--- config.mk ---
export PLATFORM = sky130hd
export DESIGN_NAME = uart_rx
export DESIGN_NICKNAME = d
export VERILOG_FILES = /design/src/rtl/uart_rx.sv
export SDC_FILE = /design/constraint.sdc
export NUM_CORES = 1
export LEC_CHECK = 0
export CORE_MARGIN = 2
export CORE_UTILIZATION = 58
export CTS_CLUSTER_DIAMETER = 150
export CTS_CLUSTER_SIZE = 8
export DETAILED_ROUTE_END_ITERATION = 10
export HOLD_SLACK_MARGIN = 0.12
export PLACE_DENSITY = 0.8
export SLEW_MARGIN = 20
export SYNTH_ARGS = -nofsm -noshare
export SYNTH_HDL_FRONTEND = slang
export SYNTH_SLANG_ARGS = --single-unit
--- constraint.sdc ---
create_clock -name i_Clock -period 5.55 [get_ports i_Clock]
set_input_delay 0.8325 -clock i_Clock [delete_from_list [all_inputs] [get_ports i_Clock]]
set_output_delay 0.8325 -clock i_Clock [all_outputs]
set_load 0.02 [all_outputs]
--- src/rtl/uart_rx.sv ---
// uart_rx: 8N1 UART receiver. Synchronises the serial line, confirms the
// start bit at its centre, samples eight data bits and the stop bit at
// their centres, and reports either a good byte or a framing error.
module uart_rx #(
    parameter int CLKS_PER_BIT = 434
) (
    input  logic       i_Clock,
    input  logic       i_Reset,
    input  logic       i_RX_Serial,
    output logic       o_RX_DV,
    output logic [7:0] o_RX_Byte,
    output logic       o_RX_Frame_Err,
    output logic       o_RX_Busy
);

    // Counter just wide enough to hold CLKS_PER_BIT-1, so it never wraps mid-bit.
    localparam int CW = (CLKS_PER_BIT > 1) ? $clog2(CLKS_PER_BIT) : 1;
    localparam logic [CW-1:0] LAST = CW'(CLKS_PER_BIT - 1);
    localparam logic [CW-1:0] HALF = CW'((CLKS_PER_BIT - 1) / 2);

    typedef enum logic [2:0] {
        S_IDLE,
        S_START,
        S_DATA,
        S_STOP,
        S_CLEANUP,
        S_WAIT_HIGH
    } state_e;

    state_e        state_q,   state_d;
    logic [CW-1:0] clk_cnt_q, clk_cnt_d;
    logic [2:0]    bit_idx_q, bit_idx_d;
    logic [7:0]    shift_q,   shift_d;
    logic [7:0]    byte_q,    byte_d;
    logic          dv_q,      dv_d;
    logic          ferr_q,    ferr_d;
    logic          meta_q,    meta_d;
    logic          rx_s_q,    rx_s_d;

    // Two-flop synchroniser chain for the asynchronous pin.
    always_comb begin
        meta_d = i_RX_Serial;
        rx_s_d = meta_q;
    end

    // Synchroniser registers.
    always_ff @(posedge i_Clock) begin
        // NOTE: both stages preset to 1 (the idle level) so leaving reset never looks like a start bit.
        if (i_Reset) begin
            meta_q <= 1'b1;
            rx_s_q <= 1'b1;
        end else begin
            // NOTE: non-blocking assignments so every flop samples pre-edge values, independent of statement order.
            meta_q <= meta_d;
            rx_s_q <= rx_s_d;
        end
    end

    // Next-state and datapath logic for the receive FSM.
    always_comb begin
        // NOTE: every variable gets a default first; strobes therefore fall back to 0 and no latch is inferred.
        state_d   = state_q;
        clk_cnt_d = clk_cnt_q;
        bit_idx_d = bit_idx_q;
        shift_d   = shift_q;
        byte_d    = byte_q;
        dv_d      = 1'b0;
        ferr_d    = 1'b0;

        unique case (state_q)
            S_IDLE: begin
                clk_cnt_d = '0;
                bit_idx_d = '0;
                if (!rx_s_q) state_d = S_START;
            end
            S_START: begin
                if (clk_cnt_q == HALF) begin
                    clk_cnt_d = '0;
                    // Line back high at mid start bit: treat as a glitch.
                    state_d   = rx_s_q ? S_IDLE : S_DATA;
                end else begin
                    clk_cnt_d = clk_cnt_q + 1'b1;
                end
            end
            S_DATA: begin
                if (clk_cnt_q == LAST) begin
                    clk_cnt_d          = '0;
                    shift_d[bit_idx_q] = rx_s_q;
                    if (bit_idx_q == 3'd7) begin
                        bit_idx_d = '0;
                        state_d   = S_STOP;
                    end else begin
                        bit_idx_d = bit_idx_q + 3'd1;
                    end
                end else begin
                    clk_cnt_d = clk_cnt_q + 1'b1;
                end
            end
            S_STOP: begin
                if (clk_cnt_q == LAST) begin
                    clk_cnt_d = '0;
                    if (rx_s_q) begin
                        byte_d  = shift_q;
                        dv_d    = 1'b1;
                        state_d = S_CLEANUP;
                    end else begin
                        ferr_d  = 1'b1;
                        state_d = S_WAIT_HIGH;
                    end
                end else begin
                    clk_cnt_d = clk_cnt_q + 1'b1;
                end
            end
            S_CLEANUP: begin
                state_d = S_IDLE;
            end
            S_WAIT_HIGH: begin
                // A held-low break must release before another frame is accepted.
                if (rx_s_q) state_d = S_IDLE;
            end
            default: begin
                state_d = S_IDLE;
            end
        endcase
    end

    // FSM and datapath registers; reset aborts any frame in progress.
    always_ff @(posedge i_Clock) begin
        if (i_Reset) begin
            state_q   <= S_IDLE;
            clk_cnt_q <= '0;
            bit_idx_q <= '0;
            shift_q   <= '0;
            byte_q    <= '0;
            dv_q      <= 1'b0;
            ferr_q    <= 1'b0;
        end else begin
            state_q   <= state_d;
            clk_cnt_q <= clk_cnt_d;
            bit_idx_q <= bit_idx_d;
            shift_q   <= shift_d;
            byte_q    <= byte_d;
            dv_q      <= dv_d;
            ferr_q    <= ferr_d;
        end
    end

    assign o_RX_DV        = dv_q;
    assign o_RX_Byte      = byte_q;
    assign o_RX_Frame_Err = ferr_q;
    assign o_RX_Busy      = (state_q != S_IDLE);

endmodule

### Yosys cells after proc, flatten, opt, wreduce, memory -nomap -nowiden

Index checks and enable logic that the tools add are counted.

| cells by class | value |
|---|---|
| add/sub/neg operators | 2 |
| multipliers | 0 |
| div/mod/pow operators | 0 |
| magnitude comparators | 2 |
| eq/ne operators | 13 |
| shift operators | 0 |
| mux-type cells | 20 |
| bitwise gates (word level) | 2 |
| reductions and logical operators | 11 |

Operators with widths:

| operator | number |
|---|---|
| one-hot mux 9 bit (3 select lines) | 1 |
| 2-to-1 mux 3 bit | 8 |
| 2-to-1 mux 9 bit | 2 |
| one-hot mux 3 bit (5 select lines) | 1 |
| inequality test 2 bit (second input constant) | 6 |
| adder 9 x 1 -> 9 bit (second input constant) | 1 |
| equality test 9 x 8 -> 1 bit (second input constant) | 1 |
| equality test 9 bit (second input constant) | 1 |
| bitwise mux 8 bit | 1 |
| equality test 3 x 2 -> 1 bit (second input constant) | 2 |
| equality test 3 bit (second input constant) | 2 |
| one-hot mux 3 bit (2 select lines) | 1 |
| AND reduction 6 bit | 1 |
| nonzero test 3 bit | 2 |
| less-than comparator 3 x 4 -> 1 bit (second input constant) | 1 |
| 2-to-1 mux 1 bit | 4 |
| AND reduction 2 bit | 2 |
| adder 3 x 1 -> 3 bit (second input constant) | 1 |
| demux 1 bit (select 3 bit) | 1 |
| equality test 3 x 1 -> 1 bit (second input constant) | 1 |
| greater-or-equal comparator 3 x 1 -> 1 bit (second input constant) | 1 |
| zero test 3 bit | 1 |
| AND reduction 3 bit | 1 |
| OR reduction 3 bit | 1 |
| other kinds (5) | 6 |

| word-level totals | value |
|---|---|
| register bits | 35 |
| latch bits | 0 |
| RAM bits | 0 |
| bits in read-only memories | 0 |
| input bits | 3 |
| word-level logic and storage cells | 59 |
| memories | 0 |

### Depth between registers and ports, before layout

| logic depth | value |
|---|---|
| depth in word-level cells | 5 |
| mapped depth | 7 |
| gate-level depth less buffers | 6 |

### Worst setup path before layout

Ideal clock, no wire load.

| timing | value |
|---|---|
| path kind | reg2out |
| from | register state_q[0] |
| to | output o_RX_Busy |
| data arrival time | 0.971 ns |
| required time | 4.718 ns |
| path slack | 3.746 ns |
| stages on the path, launching flop included | 4 |
| path through | dfxtp_1 clkbuf_1 nor3_1 inv_1 |

| between the ends | value |
|---|---|
| word-level cells in the longest chain between the ends | 1 |

Ends and longest elaborated chain:

| what | line | RTL |
|---|---|---|
| start: declaration | 30 | `state_e state_q, state_d;` |
| start signal: assignment | 138 | `state_q <= state_d;` |
| nonzero test 3 bit | 151 | `assign o_RX_Busy = (state_q != S_IDLE);` |
| end: declaration | 13 | `output logic o_RX_Busy` |

Every way passes these cells.

### Worst setup path in the final report

| timing | value |
|---|---|
| from | register state_q[2] |
| to | output o_RX_Busy |

The elaborated chain is that of the path after synthesis.

==> flow_summary.rst <==
.. list-table::
   :header-rows: 1

   * - Metric
     - Value
   * - Cell class contributing the biggest share of worst-path delay
     - buffers and inverters
   * - Share of the synthesized area in the top cell type
     - 41.1%
   * - Unrepaired setup endpoints after global routing
     - no
   * - Worst setup SP type
     - flop
   * - Predominant post-synthesis flop cell
     - sky130_fd_sc_hd__dfxtp_1
   * - Number of fillers in the final layout
     - 239
   * - Die X
     - 58.2 um
   * - WS Path Type
     - reg2out
   * - Share of the clock period used by the worst path after layout
     - 53.4%
   * - Cell types occupying the most area after synthesis
     - sky130_fd_sc_hd__dfxtp_1, sky130_fd_sc_hd__mux2i_1, sky130_fd_sc_hd__nand2_1, sky130_fd_sc_hd__nor2_1, sky130_fd_sc_hd__ha_1
   * - Placed wire-length estimate after detailed placement
     - 2.43 mm
   * - Row cnt
     - 19
   * - Sequential Area
     - 701 sq um
   * - Overall track demand over capacity in global routing
     - 23.8%
   * - Crit-path slowest cell
     - sky130_fd_sc_hd__nor3_1
   * - Maximum capacitance violations
     - 0
   * - Post-CTS setup repair buffer count
     - 0
   * - Share of final-layout standard cells stronger than drive strength 1
     - 8.29%
   * - Worst Max-Slew Pin Slew
     - 850 ps
   * - Total clock buffers created by CTS
     - 5
   * - Type of element capturing the critical path
     - primary output
   * - Placement-stage worst setup slack
     - 2680 ps
   * - Avg Vias per Cell
     - 6.11
   * - Clock tree root buffer cell
     - sky130_fd_sc_hd__clkbuf_4
   * - Leakage
     - 0.688 nW
   * - Iter 0 DRT Violations
     - 70
   * - Grt total ovfl
     - 0
   * - Most frequent standard cell in the layout excluding fill and tap cells
     - sky130_fd_sc_hd__dfxtp_1
   * - Average detailed-routed wire length per instance
     - 15.5 um
   * - Critical path's largest stage delay
     - 590 ps
   * - Global-route wire length before repair
     - 5.96 mm
   * - Number of diodes
     - 0
   * - Per-instance average area after synthesis
     - 8.78 sq um
   * - Number of antenna violations at the first check in global routing
     - 0
   * - Clk pin slew, worst setup/hold paths
     - 100 ps
   * - Max transition margin
     - 43.1%
   * - Effective utilization at floorplan
     - 61.3%
   * - Slew Limit Fails
     - 0
   * - Insertion delay of the later-clocked pin in the worst-skew pair
     - 360 ps
   * - Crit-path cells
     - nor3_1, inv_1, clkdlybuf4s50_1
   * - Post-synth top area cell
     - sky130_fd_sc_hd__dfxtp_1
   * - Maximum fanout count along the critical path
     - 16
   * - Max Fclk
     - 0.337 GHz
   * - Detailed-route wire length
     - 3.67 mm
   * - Number of gates given a new drive strength after cts
     - 0
   * - Slack of the critical path
     - 2580 ps
   * - Hold Violations, Final
     - 0
   * - Final setup vio count
     - 0
   * - Final hold slack
     - 418 ps
   * - Die footprint
     - 3390 sq um
   * - CTS tree
     - built
   * - Arrival time of the worst setup path
     - 2130 ps
   * - Outcome
     - finished clean
   * - Min cycle time layout
     - 2970 ps
   * - Number of unique standard cell types used by synthesis
     - 38
   * - Largest net degree at the start of global routing
     - 24
   * - Routed via count
     - 1,443
   * - RePlAce Congestion
     - 0.795
   * - Cell Area, Synth
     - 1700 sq um
   * - Type of the tightest min-delay check
     - reg2reg
   * - Top Ports
     - 14
   * - Post-synthesis to final-layout area growth
     - 13.4%
   * - First-pass iteration count of the detailed router
     - 4
   * - Vias in the first global route
     - 1,340
   * - Combined buffer and inverter count along the critical path
     - 2
   * - Core area
     - 2780 sq um
   * - Total of flip-flops plus latches after synthesis
     - 35
   * - Largest buffer count on any clock path
     - 2
   * - Synthesized net count
     - 202
   * - Number of warning messages in the yosys log
     - 0
   * - Die height
     - 58.2 um
   * - Deepest level of the CTS H-tree
     - 2
   * - Required time at the endpoint of the critical path
     - 4720 ps
   * - Buffers added on ports
     - 13
   * - Async SR Flop Fraction
     - 0%
   * - Number of synthesized flops with an enable pin
     - 0
   * - Worst-case vdd ir drop
     - 288 uV
   * - Detailed-route DRC error count
     - 0
   * - Power density over cell area
     - 297 nW/um^2
   * - Multi-input gate area
     - 932 sq um
   * - Clock skew
     - 18.5 ps
   * - CTS Hold Buffers Added
     - 0
   * - Post-Route Setup TNS
     - 0 ps
   * - Post-route antenna net violation count
     - 0
   * - Most frequent cells in the layout
     - sky130_fd_sc_hd__dfxtp_1, sky130_fd_sc_hd__nand2_1, sky130_fd_sc_hd__mux2i_1
   * - Cell count after synthesis
     - 194
   * - Sink Count
     - 35
   * - Post-layout nets
     - 212
   * - Sequential-to-total area share from yosys stat
     - 41.1%
   * - Overall power of the completed layout
     - 0.000574 W
-- area by class of cell --
type | count | share of cell area [%]
Tap cell | 31 | 2.01
Clock buffer | 6 | 2.14
Clock inverter | 2 | 3.11
Timing Repair Buffer | 14 | 7.12
Sequential cell | 35 | 36.2
Inverter | 6 | 1.17
Multi-Input combinational cell | 142 | 48.2
-- Yosys cell counts (all sizes together) (2+ instances only) --
library cell,number
buf,4
inv,6
mux2i,20
nor3,5
nand4b,3
nor4,5
ha,5
and2,3
dfxtp,35
o31a,3
nand4,2
nand3,6
o21a,2
nor4b,2
clkbuf,7
nor2b,2
nor3b,2
o21ai,3
nor2,17
o22ai,7
or4b,2
nand2b,2
nand3b,2
a21oi,10
nand2,30
or2,3
-- registers in the layout, indices dropped and copies added (netlist names) --
name / count
bit_idx_q: 3
clk_cnt_q: 9
meta_q: 1
o_RX_Byte: 8
o_RX_DV: 1
o_RX_Frame_Err: 1
rx_s_q: 1
shift_q: 8
state_q: 3
-- power breakdown --
part / internal (W) / switching [W] / leakage [nW]
clock network: 0.000141 / 0.0000904 / 0.0525
logic: 0.0000289 / 0.0000447 / 0.353
registers: 0.000257 / 0.0000131 / 0.283
total: 0.000426 / 0.000148 / 0.688
-- worst paths after layout --
| path | from | endpoint | slack (ps) | cells after the start |
|---|---|---|---|---|
| setup / recovery | state_q[2] | o_RX_Busy | 2580 | 3 |
| hold reg to reg | meta_q | rx_s_q | 420 | 1 |
| setup reg to reg | clk_cnt_q[2] | shift_q[1] | 3420 | 4 |
| hold / removal | meta_q | rx_s_q | 420 | 1 |
-- logic make-up after synthesis --
| family | synth area share (%) |
|---|---|
| and+or+nand+nor | 28.0 |
| DFF | 41.1 |
| AOI/OAI and AO/OA | 10.9 |
| muxes | 11.7 |
| buffers and inverters | 4.55 |
| adders and majority gates | 3.67 |
-- metrics by stage --
stage / cells / cell area, sq um / util, %
after global placement: 228 / 1830 / 65.9
after detailed placement: 228 / 1830 / 65.9
after global routing: 236 / 1930 / 69.5
after floorplan: 194 / 1700 / -
after CTS: 236 / 1930 / 69.5
final: 236 / 1930 / 69.5
-- worst register-to-register path, stage by stage (launching register included) --
cell and delay, ps:
sky130_fd_sc_hd__dfxtp_1 410, sky130_fd_sc_hd__or4b_4 610, sky130_fd_sc_hd__nor4_4 540, sky130_fd_sc_hd__and4bb_2 340, sky130_fd_sc_hd__mux2i_1 170
-- metal layers --
layer / up-vias / wire length [um] / GRT usage [%]
li1: 704 / - / -
met1: 678 / 1670 / 30.1
met2: 50 / 1690 / 37.3
met3: 11 / 194 / 4.69
met4: 0 / 107 / 14.3
met5: - / 0 / 0
No activity file was read; power rests on OpenSTA's default activity.
